### src/rtl/gtech_latch_pkg.sv
// Shared definitions for the GTECH latch write controller: FSM state codes,
// latch control reset levels and the phase-counter width helper.
package gtech_latch_pkg;

  typedef logic [2:0] state_t;

  localparam state_t ST_IDLE  = 3'd0;
  localparam state_t ST_SETUP = 3'd1;
  localparam state_t ST_OPEN  = 3'd2;
  localparam state_t ST_HOLD  = 3'd3;
  localparam state_t ST_CLEAR = 3'd4;

  localparam logic GATE_CLOSED  = 1'b1;
  localparam logic CLEAR_ACTIVE = 1'b0;

  // The counter holds 0..max-1, so it needs clog2(max) bits but never fewer than one.
  function automatic int phase_cnt_width(input int setup_cyc, input int open_cyc,
                                         input int hold_cyc);
    int m;
    m = setup_cyc;
    if (open_cyc > m) m = open_cyc;
    if (hold_cyc > m) m = hold_cyc;
    return (m <= 2) ? 1 : $clog2(m);
  endfunction

endpackage

### src/rtl/gtech_latch_wr_ctrl_if.sv
// Request and latch-bank bus of the GTECH latch write controller.
// GTECH_LATCH_WR_SHADOW_EN adds the RD_ADDR/RD_DATA shadow read port.
interface gtech_latch_wr_ctrl_if #(
  parameter int DW   = 8,
  parameter int NENT = 4,
  parameter int AW   = 2
);
  import gtech_latch_pkg::*;

  // Handshake: a write is taken on a rising CP edge when REQ_VALID and REQ_READY
  // are both high and CLR_REQ is low; CLR_REQ in IDLE wins and the request waits.
  // REQ_VALID must stay high with stable REQ_ADDR/REQ_DATA until it is taken.
  logic            REQ_VALID;
  logic            REQ_READY;
  logic [AW-1:0]   REQ_ADDR;
  logic [DW-1:0]   REQ_DATA;
  logic            CLR_REQ;
  logic [DW-1:0]   LD_D;
  logic [NENT-1:0] LD_GN;
  logic [NENT-1:0] LD_CD;
  logic            BUSY;
  logic            DONE;
  logic            ADDR_ERR;
  state_t          dbg_state;
`ifdef GTECH_LATCH_WR_SHADOW_EN
  logic [AW-1:0]   RD_ADDR;
  logic [DW-1:0]   RD_DATA;

  modport slave (
    input  REQ_VALID, REQ_ADDR, REQ_DATA, CLR_REQ, RD_ADDR,
    output REQ_READY, LD_D, LD_GN, LD_CD, BUSY, DONE, ADDR_ERR, dbg_state, RD_DATA
  );
  modport master (
    output REQ_VALID, REQ_ADDR, REQ_DATA, CLR_REQ, RD_ADDR,
    input  REQ_READY, LD_D, LD_GN, LD_CD, BUSY, DONE, ADDR_ERR, dbg_state, RD_DATA
  );
`else
  modport slave (
    input  REQ_VALID, REQ_ADDR, REQ_DATA, CLR_REQ,
    output REQ_READY, LD_D, LD_GN, LD_CD, BUSY, DONE, ADDR_ERR, dbg_state
  );
  modport master (
    output REQ_VALID, REQ_ADDR, REQ_DATA, CLR_REQ,
    input  REQ_READY, LD_D, LD_GN, LD_CD, BUSY, DONE, ADDR_ERR, dbg_state
  );
`endif

endinterface

### src/rtl/gtech_latch_phase_cnt.sv
// Loadable down-counter that times every controller phase; tc flags the last cycle.
module gtech_latch_phase_cnt #(
  parameter int CW = 1
) (
  input  logic          clk,
  input  logic          rst_n,
  input  logic          load,
  input  logic [CW-1:0] load_val,
  output logic          tc
);

  logic [CW-1:0] cnt;

  always_ff @(posedge clk or negedge rst_n) begin
    if (!rst_n) begin
      cnt <= '0;
    end else if (load) begin
      cnt <= load_val;
    end else if (cnt != '0) begin
      cnt <= cnt - CW'(1);
    end
  end

  assign tc = (cnt == '0);

endmodule

### src/rtl/gtech_latch_wr_ctrl.sv
// Write/clear sequencer for a bank of active-low GTECH latches; all outputs registered.
// GTECH_LATCH_WR_SHADOW_EN adds a shadow copy of the latch contents readable via RD_ADDR.
module gtech_latch_wr_ctrl
  import gtech_latch_pkg::*;
#(
  parameter int DW        = 8,
  parameter int NENT      = 4,
  parameter int AW        = 2,
  parameter int SETUP_CYC = 1,
  parameter int OPEN_CYC  = 1,
  parameter int HOLD_CYC  = 1
) (
  input logic                 CP,
  input logic                 CD,
  gtech_latch_wr_ctrl_if.slave bus
);

  localparam int CW = phase_cnt_width(SETUP_CYC, OPEN_CYC, HOLD_CYC);

  state_t          state;
  state_t          state_nxt;
  logic [AW-1:0]   addr_q;
  logic            accept;
  logic            in_range;
  logic            tc;
  logic            load;
  logic [CW-1:0]   load_val;
  logic [NENT-1:0] gn_nxt;

  assign accept   = (state == ST_IDLE) && !bus.CLR_REQ && bus.REQ_VALID && bus.REQ_READY;
  assign in_range = 32'(addr_q) < 32'(NENT);
  assign bus.dbg_state = state;

  always_comb begin
    state_nxt = state;
    case (state)
      ST_IDLE:  if (bus.CLR_REQ) state_nxt = ST_CLEAR;
                else if (accept) state_nxt = ST_SETUP;
      ST_SETUP: if (tc) state_nxt = ST_OPEN;
      ST_OPEN:  if (tc) state_nxt = ST_HOLD;
      ST_HOLD:  if (tc) state_nxt = ST_IDLE;
      ST_CLEAR: if (tc) state_nxt = ST_IDLE;
      default:  state_nxt = ST_IDLE;
    endcase
  end

  // Reload the shared counter on every state change with that phase's length minus one.
  assign load = (state_nxt != state);

  always_comb begin
    load_val = '0;
    case (state_nxt)
      ST_SETUP: load_val = CW'(SETUP_CYC - 1);
      ST_OPEN:  load_val = CW'(OPEN_CYC - 1);
      ST_HOLD:  load_val = CW'(HOLD_CYC - 1);
      ST_CLEAR: load_val = CW'(OPEN_CYC - 1);
      default:  load_val = '0;
    endcase
  end

  gtech_latch_phase_cnt #(.CW(CW)) u_phase_cnt (
    .clk      (CP),
    .rst_n    (CD),
    .load     (load),
    .load_val (load_val),
    .tc       (tc)
  );

  // Gates are decoded from the next state and registered so only one bit ever toggles.
  always_comb begin
    gn_nxt = {NENT{GATE_CLOSED}};
    for (int i = 0; i < NENT; i++) begin
      if ((state_nxt == ST_OPEN) && in_range && (32'(addr_q) == i)) gn_nxt[i] = !GATE_CLOSED;
    end
  end

  always_ff @(posedge CP or negedge CD) begin
    if (!CD) begin
      state         <= ST_IDLE;
      addr_q        <= '0;
      bus.LD_D      <= '0;
      bus.LD_GN     <= {NENT{GATE_CLOSED}};
      bus.LD_CD     <= {NENT{CLEAR_ACTIVE}};
      bus.REQ_READY <= 1'b0;
      bus.BUSY      <= 1'b0;
      bus.DONE      <= 1'b0;
      bus.ADDR_ERR  <= 1'b0;
    end else begin
      state <= state_nxt;
      if (accept) begin
        addr_q   <= bus.REQ_ADDR;
        bus.LD_D <= bus.REQ_DATA;
      end
      bus.LD_GN     <= gn_nxt;
      bus.LD_CD     <= (state_nxt == ST_CLEAR) ? {NENT{CLEAR_ACTIVE}} : {NENT{!CLEAR_ACTIVE}};
      bus.REQ_READY <= (state_nxt == ST_IDLE);
      bus.BUSY      <= (state_nxt != ST_IDLE);
      bus.DONE      <= (state != ST_IDLE) && (state_nxt == ST_IDLE);
      bus.ADDR_ERR  <= (state == ST_HOLD) && (state_nxt == ST_IDLE) && !in_range;
    end
  end

`ifdef GTECH_LATCH_WR_SHADOW_EN
  logic [DW-1:0] shadow [NENT];

  // Mirror the latch: capture on HOLD entry (gate just closed), wipe on CLEAR entry.
  always_ff @(posedge CP or negedge CD) begin
    if (!CD) begin
      for (int i = 0; i < NENT; i++) shadow[i] <= '0;
    end else if ((state_nxt == ST_CLEAR) && (state != ST_CLEAR)) begin
      for (int i = 0; i < NENT; i++) shadow[i] <= '0;
    end else if ((state == ST_OPEN) && (state_nxt == ST_HOLD)) begin
      for (int i = 0; i < NENT; i++) begin
        if (32'(addr_q) == i) shadow[i] <= bus.LD_D;
      end
    end
  end

  always_comb begin
    bus.RD_DATA = '0;
    for (int i = 0; i < NENT; i++) begin
      if (32'(bus.RD_ADDR) == i) bus.RD_DATA = shadow[i];
    end
  end
`endif

endmodule

### src/flat_wrapper.sv
// flat-port wrapper written by rule: the top's interface ports become plain ports
module gtech_latch_wr_ctrl_flat import gtech_latch_pkg::*;
#(
  parameter int DW        = 8,
  parameter int NENT      = 4,
  parameter int AW        = 2,
  parameter int SETUP_CYC = 1,
  parameter int OPEN_CYC  = 1,
  parameter int HOLD_CYC  = 1
)
  (CP, CD, bus_REQ_VALID, bus_REQ_ADDR, bus_REQ_DATA, bus_CLR_REQ, bus_REQ_READY, bus_LD_D, bus_LD_GN, bus_LD_CD, bus_BUSY, bus_DONE, bus_ADDR_ERR, bus_dbg_state);
  gtech_latch_wr_ctrl_if #(.DW(DW), .NENT(NENT), .AW(AW)) bus_i ();
  input logic CP;
  input logic CD;
  input wire logic [$bits(bus_i.REQ_VALID)-1:0] bus_REQ_VALID;
  input wire logic [$bits(bus_i.REQ_ADDR)-1:0] bus_REQ_ADDR;
  input wire logic [$bits(bus_i.REQ_DATA)-1:0] bus_REQ_DATA;
  input wire logic [$bits(bus_i.CLR_REQ)-1:0] bus_CLR_REQ;
  output wire logic [$bits(bus_i.REQ_READY)-1:0] bus_REQ_READY;
  output wire logic [$bits(bus_i.LD_D)-1:0] bus_LD_D;
  output wire logic [$bits(bus_i.LD_GN)-1:0] bus_LD_GN;
  output wire logic [$bits(bus_i.LD_CD)-1:0] bus_LD_CD;
  output wire logic [$bits(bus_i.BUSY)-1:0] bus_BUSY;
  output wire logic [$bits(bus_i.DONE)-1:0] bus_DONE;
  output wire logic [$bits(bus_i.ADDR_ERR)-1:0] bus_ADDR_ERR;
  output wire logic [$bits(bus_i.dbg_state)-1:0] bus_dbg_state;
  assign bus_i.REQ_VALID = bus_REQ_VALID;
  assign bus_i.REQ_ADDR = bus_REQ_ADDR;
  assign bus_i.REQ_DATA = bus_REQ_DATA;
  assign bus_i.CLR_REQ = bus_CLR_REQ;
  assign bus_REQ_READY = bus_i.REQ_READY;
  assign bus_LD_D = bus_i.LD_D;
  assign bus_LD_GN = bus_i.LD_GN;
  assign bus_LD_CD = bus_i.LD_CD;
  assign bus_BUSY = bus_i.BUSY;
  assign bus_DONE = bus_i.DONE;
  assign bus_ADDR_ERR = bus_i.ADDR_ERR;
  assign bus_dbg_state = bus_i.dbg_state;
  gtech_latch_wr_ctrl #(.DW(DW), .NENT(NENT), .AW(AW), .SETUP_CYC(SETUP_CYC), .OPEN_CYC(OPEN_CYC), .HOLD_CYC(HOLD_CYC)) u_core (.CP(CP), .CD(CD), .bus(bus_i));
endmodule
### config.mk
export PLATFORM = sky130hd
export DESIGN_NAME = gtech_latch_wr_ctrl_flat
export DESIGN_NICKNAME = d
export VERILOG_FILES = /design/src/rtl/gtech_latch_pkg.sv /design/src/rtl/gtech_latch_wr_ctrl_if.sv /design/src/rtl/gtech_latch_phase_cnt.sv /design/src/rtl/gtech_latch_wr_ctrl.sv /design/src/flat_wrapper.sv
export SDC_FILE = /design/constraint.sdc
export NUM_CORES = 1
export LEC_CHECK = 0
export CAP_MARGIN = 20
export CORE_ASPECT_RATIO = 0.6
export CORE_MARGIN = 2
export CORE_UTILIZATION = 25
export DETAILED_ROUTE_END_ITERATION = 10
export HOLD_SLACK_MARGIN = 0.15
export PLACE_DENSITY = 0.5
export SYNTH_ARGS = -nofsm -noshare
export SYNTH_HDL_FRONTEND = slang
export SYNTH_SLANG_ARGS = --single-unit
### constraint.sdc
create_clock -name CP -period 2.2 [get_ports CP]
set_input_delay 0.44 -clock CP [delete_from_list [all_inputs] [get_ports CP]]
set_output_delay 0.44 -clock CP [all_outputs]
set_load 0.005 [all_outputs]
### Word-level counts from Yosys, hierarchy flattened

Index checks and enable logic that the tools add are counted.

* $add $sub $neg: 1
* $mul: 0
* div/mod/pow operators: 0
* magnitude comparators: 0
* equality and inequality tests: 10
* shift-type cells: 0
* multiplexer cells: 13
* bitwise logic cells: 0
* reductions and logical operators: 15

Operators by type and width (number)
* 2-to-1 mux 3 bit: 5
* one-hot mux 3 bit (4 select lines): 1
* equality test 3 x 2 -> 1 bit, second input constant: 3
* logical AND 1 bit: 8
* equality test 3 bit, second input constant: 2
* zero test 3 bit: 2
* 2-to-1 mux 1 bit: 6
* nonzero test 3 bit: 2
* equality test 2 bit, second input constant: 2
* 2-to-1 mux 4 bit: 1
* equality test 3 x 1 -> 1 bit, second input constant: 1
* inequality test 3 bit: 1
* equality test 2 x 1 -> 1 bit, second input constant: 1
* zero test 2 bit: 1
* OR reduction 2 bit: 1
* zero test 1 bit: 1
* subtractor 1 bit, second input constant: 1

* register bits after elaboration: 25
* bits in latches: 0
* memory bits (writable): 0
* ROM bits: 0
* bits of input ports: 14
* word-level logic and storage cells: 48
* memories kept: 0

### Depth between registers and ports, before layout

Gate-level depths: netlist (run 1).

* depth after elaboration: 10
* gate-level depth with buffers: 5

### Hierarchy

A second synthesis (run 1) with hierarchy kept.

* cells, all modules: 73
* area total of the unflattened synthesis: 967.2 um^2

Modules (own cells, without submodules)
* gtech_latch_wr_ctrl: instances 1, cells each 70, area each 932.1 um^2, sequential area each 530.5 um^2
* gtech_latch_phase_cnt: instances 1, cells each 3, area each 35.0 um^2, sequential area each 25.0 um^2

### Least setup slack after synthesis (run 1)

Ideal clock, no wire load.

* path type: register to register
* start point: register u_core.state[0], in the netlist u_core.bus.dbg_state[0]
* end point: register u_core.addr_q[0]
* data arrival time: 1.268 ns
* slack: 0.807 ns
* stages on the path, launching flop included: 6
* path buffers: 2
* clock period less this slack: 1.393 ns
* cell sequence: dfrtp_1 buf_6 nor3_2 and2b_1 buf_6 mux2_4

* longest elaborated chain between the ends: 4

RTL lines
* start: declaration: line gtech_latch_wr_ctrl.sv:20 `state_t state;`
* start signal: assignment: line gtech_latch_wr_ctrl.sv:89 `state <= state_nxt;`
* zero test 3 bit: line gtech_latch_wr_ctrl.sv:30 `assign accept = (state == ST_IDLE) && !bus.CLR_REQ && bus.REQ_VALID && bus.REQ_READY;`
* logical AND 1 bit (3 in a row): line gtech_latch_wr_ctrl.sv:30
* end signal: assignment: line gtech_latch_wr_ctrl.sv:91 `addr_q <= bus.REQ_ADDR;`
* end: declaration: line gtech_latch_wr_ctrl.sv:22 `logic [AW-1:0] addr_q;`

Every way passes these cells.
A chain may end at the register's enable or synchronous reset.

### Worst setup path in the final report (run 1)

* start point: register u_core.state[0], in the netlist u_core.bus.dbg_state[0]
* end point: output bus_dbg_state[0]

RTL lines
* end: declaration: line flat_wrapper.sv:26 `output wire logic [$bits(bus_i.dbg_state)-1:0] bus_dbg_state;`

No word-level cell between the ends.

==> results of run 1 <==
power by group through the flow:
| stage | sequential, mW | clock (mW) | combinational (mW) |
|---|---|---|---|
| floorplan | 0.673 | 0 | 0.320 |
| global placement | 0.691 | 0 | 0.653 |
| detailed placement | 0.690 | 0 | 0.668 |
| CTS | 0.686 | 0.257 | 0.669 |
| global route | 0.709 | 0.269 | 0.713 |
| finish | 0.686 | 0.246 | 0.657 |
routing by layer:
layer	routed length [µm]	part of all wire (%)	GRT usage (%)	vias up
met5	0	0	0	-
met4	0	0	3.448	0
met3	113	6.8	5.185	0
met2	740	45	12.85	21
met1	800	48	13.57	253
li1	-	-	-	252
synthesized netlist by cell type:
master    number
nor4b_1        1
or3_1          1
dfrtp_1       17
mux2_4        10
a21o_2         1
buf_6          2
nand2b_1       1
inv_1          2
nand4b_1       1
xnor2_1        1
nor2_1         2
a211oi_1       1
buf_4          4
dfstp_2        4
nor3_2         1
nand2_1        2
conb_1         1
nand3b_1       1
and2b_1        1
nand4_1        1
nor3_1         1
cell type report:
type	instances	area [µm²]	area share [%]
sequential	21	530.5	41.90
timing repair buffer	37	365.4	28.85
multi-input combinational	27	260.3	20.55
tap	45	56.30	4.447
clock buffer	3	41.29	3.261
inverter	2	7.507	0.5929
clock inverter	1	5.005	0.3953
worst register-to-register path, cell delays in order (launching register included):
cell and delay (ns):
dfrtp_1 0.48, nor3_2 0.23, and2b_1 0.14, buf_4 0.22, mux2_4 0.33
worst min-delay path by stage:
stage | from | to
5_1_grt | u_core.addr_q[0] | u_core.bus.LD_GN[1]
2_1_floorplan | CD | u_core.addr_q[0]
3_5_place_dp | u_core.addr_q[0] | u_core.bus.LD_GN[1]
6_report | u_core.addr_q[0] | u_core.bus.LD_GN[1]
4_1_cts | u_core.addr_q[0] | u_core.bus.LD_GN[1]
3_3_place_gp | u_core.addr_q[0] | u_core.bus.LD_GN[1]
kinds of logic (layout without fill, tap and decap cells):
| kind of cell | count (synthesis) | in the layout |
|---|---|---|
| other | 1 | 1 |
| xor gates and xnor gates | 1 | 1 |
| buffers and inverters | 8 | 43 |
| AOI/OAI and AO/OA | 2 | 2 |
| DFF | 21 | 21 |
| muxes | 10 | 10 |
| and+or+nand+nor | 13 | 13 |
sequential cells by signal, summed over array words and instances, names as in the netlist:
signal and count:
u_core.bus.BUSY 1, u_core.addr_q 2, u_core.bus.LD_D 8, u_core.bus.LD_CD 1, u_core.bus.LD_GN 4, u_core.bus.DONE 1, u_core.bus.REQ_READY 1, u_core.bus.dbg_state 3
metrics by stage:
| stage | util [%] | std cells | total power [mW] | hold slack [ns] | setup WS [ns] |
|---|---|---|---|---|---|
| floorplan | - | 56 | 0.9935 | 0.1444 | 0.8073 |
| global placement | 37.39 | 132 | 1.344 | 0.4588 | 0.3257 |
| detailed placement | 37.39 | 132 | 1.357 | 0.4806 | 0.2996 |
| CTS | 38.80 | 136 | 1.612 | 0.4791 | 0.4179 |
| global route | 38.80 | 136 | 1.691 | 0.5184 | 0.3530 |
| finish | 38.80 | 136 | 1.589 | 0.4751 | 0.4162 |
==> results.md, run 1 <==
* Setup bufs post-CTS at 0
* Largest area contributor in the netlist: dfrtp_1
* Pwr/cell area at 1255 mW/mm²
* Clock Latency Late Sink at 0.26 ns
* Syn_nets at 70
* XOR/XNOR Fraction of Synth Area at 1.029%
* Height of the die at 49.19 µm
* # DRC at 0
* Flops & latches, synth at 21
* Highest cell delay on the worst timing path at 0.57 ns
* Synth warn at 0
* Most frequent cells in the layout: 35 x clkdlybuf4s50_1, 17 x dfrtp_1, 10 x mux2_4
* Iter 0 DRT Violations at 25
* Adder-Cell Fraction of Synth Area at 0%
* FF-to-FF setup slack at 0.70 ns
* Max Cap Violations at 0
* Layout cell share with drive strength beyond 1 at 24.18%
* Max Freq at 0.5606 GHz
* Post-synthesis compound-gate area fraction at 1.912%
* Die area at 0.003902 mm²
* VDD IR max at 0.3208 mV
* Setup crit end kind: output port
* CTS Sinks at 21
* NumNets Final at 106
* Worst Reg2Reg Path Length in Cells at 4
* Post-route antenna net violation count at 0
* CP Launch Type: flop
* Mapped cell area at 850.8 µm²
* Vias/cell at 3.868
* Int Power at 1.151 mW
* Finished Cell Area at 0.001266 mm²
* Initial antenna violation count at 0
* Largest cells by area after synthesis: dfrtp_1 50%, mux2_4 18%, dfstp_2 12%
* Seq/Total Area, Yosys at 62.35%
* Sw frac at 27.57%
* Top cell type's share of synthesized area at 50.00%
* Fin. max-slew vios at 0
* Global-route usage over all layers at 9.798%
* Core Rows at 16
* Antenna fix cells at 0
* Comb pwr share at 41.3%
* Drt total wl at 1.654 mm
* CP arrival at 1.34 ns
* Worst hold-check path type: flop to flop
* Simple-gate share of the synthesized area at 9.559%
* Cell count of the worst hold path at 1
* Fillers at 311
* RSZ-0062 raised after global routing: false
* CTS buffer count at 3
* CP required at 1.76 ns
* Critical path class: flop to output port
* Vias in the first global route at 505
* GRT Residual Overflow at 0
* Most common cell after layout, fill and taps aside: clkdlybuf4s50_1
* Worst setup path start: u_core.bus.dbg_state[0]
* Root Driver: clkbuf_8
* RD Place Congestion at 0.7017
* Syn Inst Count at 56
* Status: finished clean
* Worst path top cell family by delay: buffers and inverters
* FF-to-FF End: u_core.bus.LD_D[0]
* Initial Util at 26.07%
* Crit Reg-Reg Startpoint: u_core.bus.dbg_state[2]
* CP Max Fanout at 8
* Pin count of the biggest net entering global routing at 22
* Tmin final at 1.784 ns
* Width of the die at 79.32 µm
* Top Ports at 37
* Clock power share at 15.5%
* Main combinational cell family by area after synthesis: multiplexers
* Endpoints failing hold at 0
* CTS tree: built
* Htree depth at 1
* IO buf count at 35
* Final worst-path cycle share at 81.08%
* First-pass GRT wire length at 2.732 mm
* Worst-path cell chain: clkdlybuf4s50_1
* Vias at 526
* Clk slew on worst S/H paths at 0.07 ns
* Area growth syn-to-layout at 48.82%
* Hpwl dp at 1.257 mm
* Worst path slowest cell: clkdlybuf4s50_1
* Post-synthesis mux area share at 17.65%
* Flop pwr share at 43.2%
* Clk buf depth at 2
* Yosys cell types at 21
* Buf/Inv on CP at 1
* Routed wire per std cell at 12.16 µm
* Levels on crit path at 1
* Post_cts resized at 0
* # hold bufs at CTS at 0
* TNS Setup at 0 ns
* Placed cell area at 0.001220 mm²
* Syn avg cell area at 15.19 µm²
* Sw Pwr at 0.4381 mW
* Leakage at 0.5393 nW
* Critical Path End: bus_dbg_state[0]
* Fin Clk Skew at 0.003262 ns
* Final Setup Violations at 0
* Core area at 0.003263 mm²
* Pre-Repair DR Iteration Count at 3
Note: power is estimated with default switching activity, not from simulation.
==> inputs of run 2 (changes only) <==
==> constraint.sdc (replaced) <==
create_clock -name CP -period 1.8 [get_ports CP]
set_input_delay 0.36 -clock CP [delete_from_list [all_inputs] [get_ports CP]]
set_output_delay 0.36 -clock CP [all_outputs]
set_load 0.005 [all_outputs]
==> run 2 against run 1 <==
Compared with the run above: cell count grew 0.74%; clock power rose by 20%; clock-buffer cell count grew 1; via count is 1.9% higher; total power up 22%; worst setup slack got worse by 0.30 ns; sequential share of layout area is 0.61 points lower; critical path depth is the same; sequential power rose by 22%; core utilization grew 0.58 points; die area is the same; non-clock buffer count grew 1; critical path type unchanged; largest cell class unchanged.
==> results.md, run 2 (synthesis gave the netlist of run 1 again) <==
* Most frequent cells in the layout: 35 x clkdlybuf4s50_1, 17 x dfrtp_1, 10 x mux2_4
* Worst hold-check path type: input pin to async pin
* Top Ports at 37 (unchanged)
* Setup bufs post-CTS at 0 (unchanged)
* TNS Setup at 0 ns (unchanged)
* CTS tree: built
* VDD IR max at 0.5176 mV (+61%)
* Leakage at 0.5448 nW (+1.0%)
* Final worst-path cycle share at 93.37%
* Clk buf depth at 2 (unchanged)
* Antenna fix cells at 0 (unchanged)
* # DRC at 0 (unchanged)
* Max Freq at 0.5950 GHz
* Seq. cell area at 530.5 µm² (unchanged)
* Max Cap Violations at 0 (unchanged)
* CP arrival at 1.32 ns (-0.02 ns)
* Layout Cells excl Fill at 137 (+0.74%)
* Vias at 536 (+1.9%)
* Tmin final at 1.681 ns
* DP Cell Count at 133 (+0.76%)
* Status: finished clean
* Fin. max-slew vios at 0 (unchanged)
* Most common cell after layout, fill and taps aside: clkdlybuf4s50_1
* Power Total at 1.945 mW (+22%)
* RD Place Congestion at 0.6741 (-3.9%)
* Worst-path cell chain: clkdlybuf4s50_1
* # hold bufs at CTS at 0 (unchanged)
* Initial Util at 26.07% (unchanged)
* Multi-input logic area at 260.3 µm² (unchanged)
* Core Rows at 16 (unchanged)
* GRT Residual Overflow at 0 (unchanged)
* Htree depth at 1 (unchanged)
* Endpoints failing hold at 0 (unchanged)
* CP required at 1.44 ns (-0.32 ns)
* Fin Clk Skew at 0.001884 ns (-0.001377 ns)
* CP Launch Type: flop
* Core area at 0.003263 mm² (unchanged)
* Highest cell delay on the worst timing path at 0.56 ns (about the same)
* Routed wire per std cell at 11.96 µm (-1.6%)
* Buf/Inv on CP at 1 (unchanged)
* Vias/cell at 3.912 (+1.2%)
* CTS buffer count at 3 (unchanged)
* Worst path top cell family by delay: buffers and inverters
* First-pass GRT wire length at 2.573 mm (-5.8%)
* Die area at 0.003902 mm² (unchanged)
* Post-route antenna net violation count at 0 (unchanged)
* Post_cts resized at 0 (unchanged)
* Pre-Repair DR Iteration Count at 2 (-1)
* NumNets Final at 107 (+0.94%)
* Max FFs per register at 8 (unchanged)
* IO buf count at 35 (unchanged)
* Layout cell share with drive strength beyond 1 at 23.91% (-0.26 points)
* Biggest register: u_core.bus.LD_D
* Final Util at 39.38% (+0.58 points)
* Width of the die at 79.32 µm (unchanged)
* Setup crit end kind: output port
* Vias in the first global route at 479 (-5.1%)
* Clk slew on worst S/H paths at 0.07 ns (about the same)
* Final Setup Violations at 0 (unchanged)
* Fillers at 308 (-0.96%)
* RSZ-0062 raised after global routing: false
* Iter 0 DRT Violations at 6 (-76%)
* CP Max Fanout at 8 (unchanged)
* Pin count of the biggest net entering global routing at 22 (unchanged)
* Worst path slowest cell: clkdlybuf4s50_1
* Pwr/cell area at 1513 mW/mm² (+21%)
* Area growth syn-to-layout at 51.03%
* CTS Sinks at 21 (unchanged)
* Critical path class: flop to output port
* Initial antenna violation count at 0 (unchanged)
* Global-route usage over all layers at 9.159% (-0.64 points)
* Clock Latency Late Sink at 0.25 ns (about the same)
* Height of the die at 49.19 µm (unchanged)
* Root Driver: clkbuf_8
* Drt total wl at 1.639 mm (-0.91%)
-- run 2: path summary, 6_finish.rpt --
| kind | startpoint | end | slack [ns] | cells past startpoint |
|---|---|---|---|---|
| worst max-delay path | u_core.bus.dbg_state[0] | bus_dbg_state[0] | 0.12 | 1 |
| worst min-delay path | CD | u_core.bus.DONE | 0.44 | 2 |
| worst max register to register | u_core.bus.dbg_state[0] | u_core.bus.LD_D[5] | 0.33 | 4 |
| worst min register to register | u_core.addr_q[0] | u_core.bus.LD_GN[1] | 0.47 | 1 |
| max in group asynchronous | CD | u_core.bus.LD_GN[1] | 1.09 | 2 |
| min in group CP | u_core.addr_q[0] | u_core.bus.LD_GN[1] | 0.47 | 1 |
-- run 2: metrics by stage --
| stage | worst slack (ns) | hold WS [ns] | instance area [µm²] |
|---|---|---|---|
| floorplan | 0.4073 | 0.06441 | 850.8 |
| global placement | 0.01708 | 0.4592 | 1240 |
| detailed placement | -0.004795 | 0.4591 | 1240 |
| CTS | 0.09799 | 0.4528 | 1285 |
| global route | 0.05057 | 0.4587 | 1285 |
| finish | 0.1194 | 0.4411 | 1285 |
-- run 2: per-layer routing --
metal | wire (µm) | share of wire [%] | vias to the layer above | track usage, %
li1 | - | - | 257 | -
met1 | 798 | 49 | 262 | 12.15
met2 | 728 | 44 | 15 | 12.43
met3 | 95 | 5.8 | 2 | 5.000
met4 | 16 | 0.98 | 0 | 3.448
met5 | 0 | 0 | - | 0
-- run 2: layout make-up --
| class | instances | share of cell area [%] |
|---|---|---|
| clock buffer | 4 | 3.505 |
| timing repair buffer | 38 | 29.99 |
| tap | 45 | 4.382 |
| sequential | 21 | 41.29 |
| inverter | 2 | 0.5842 |
| multi-input combinational | 27 | 20.25 |
-- run 2: worst reg2reg max path: cells and delay by family, from the launching register on --
kind,cells,cell delay [ns]
buffers and inverters,1,0.15
flip-flops,1,0.48
AND/OR/NAND/NOR,2,0.41
multiplexers,1,0.30
-- run 2: power by group --
part           total, mW  switching (mW)  internal, mW
sequential         0.840           0.164         0.676
combinational      0.809           0.222         0.588
clock              0.295           0.138         0.157
total               1.94           0.524          1.42
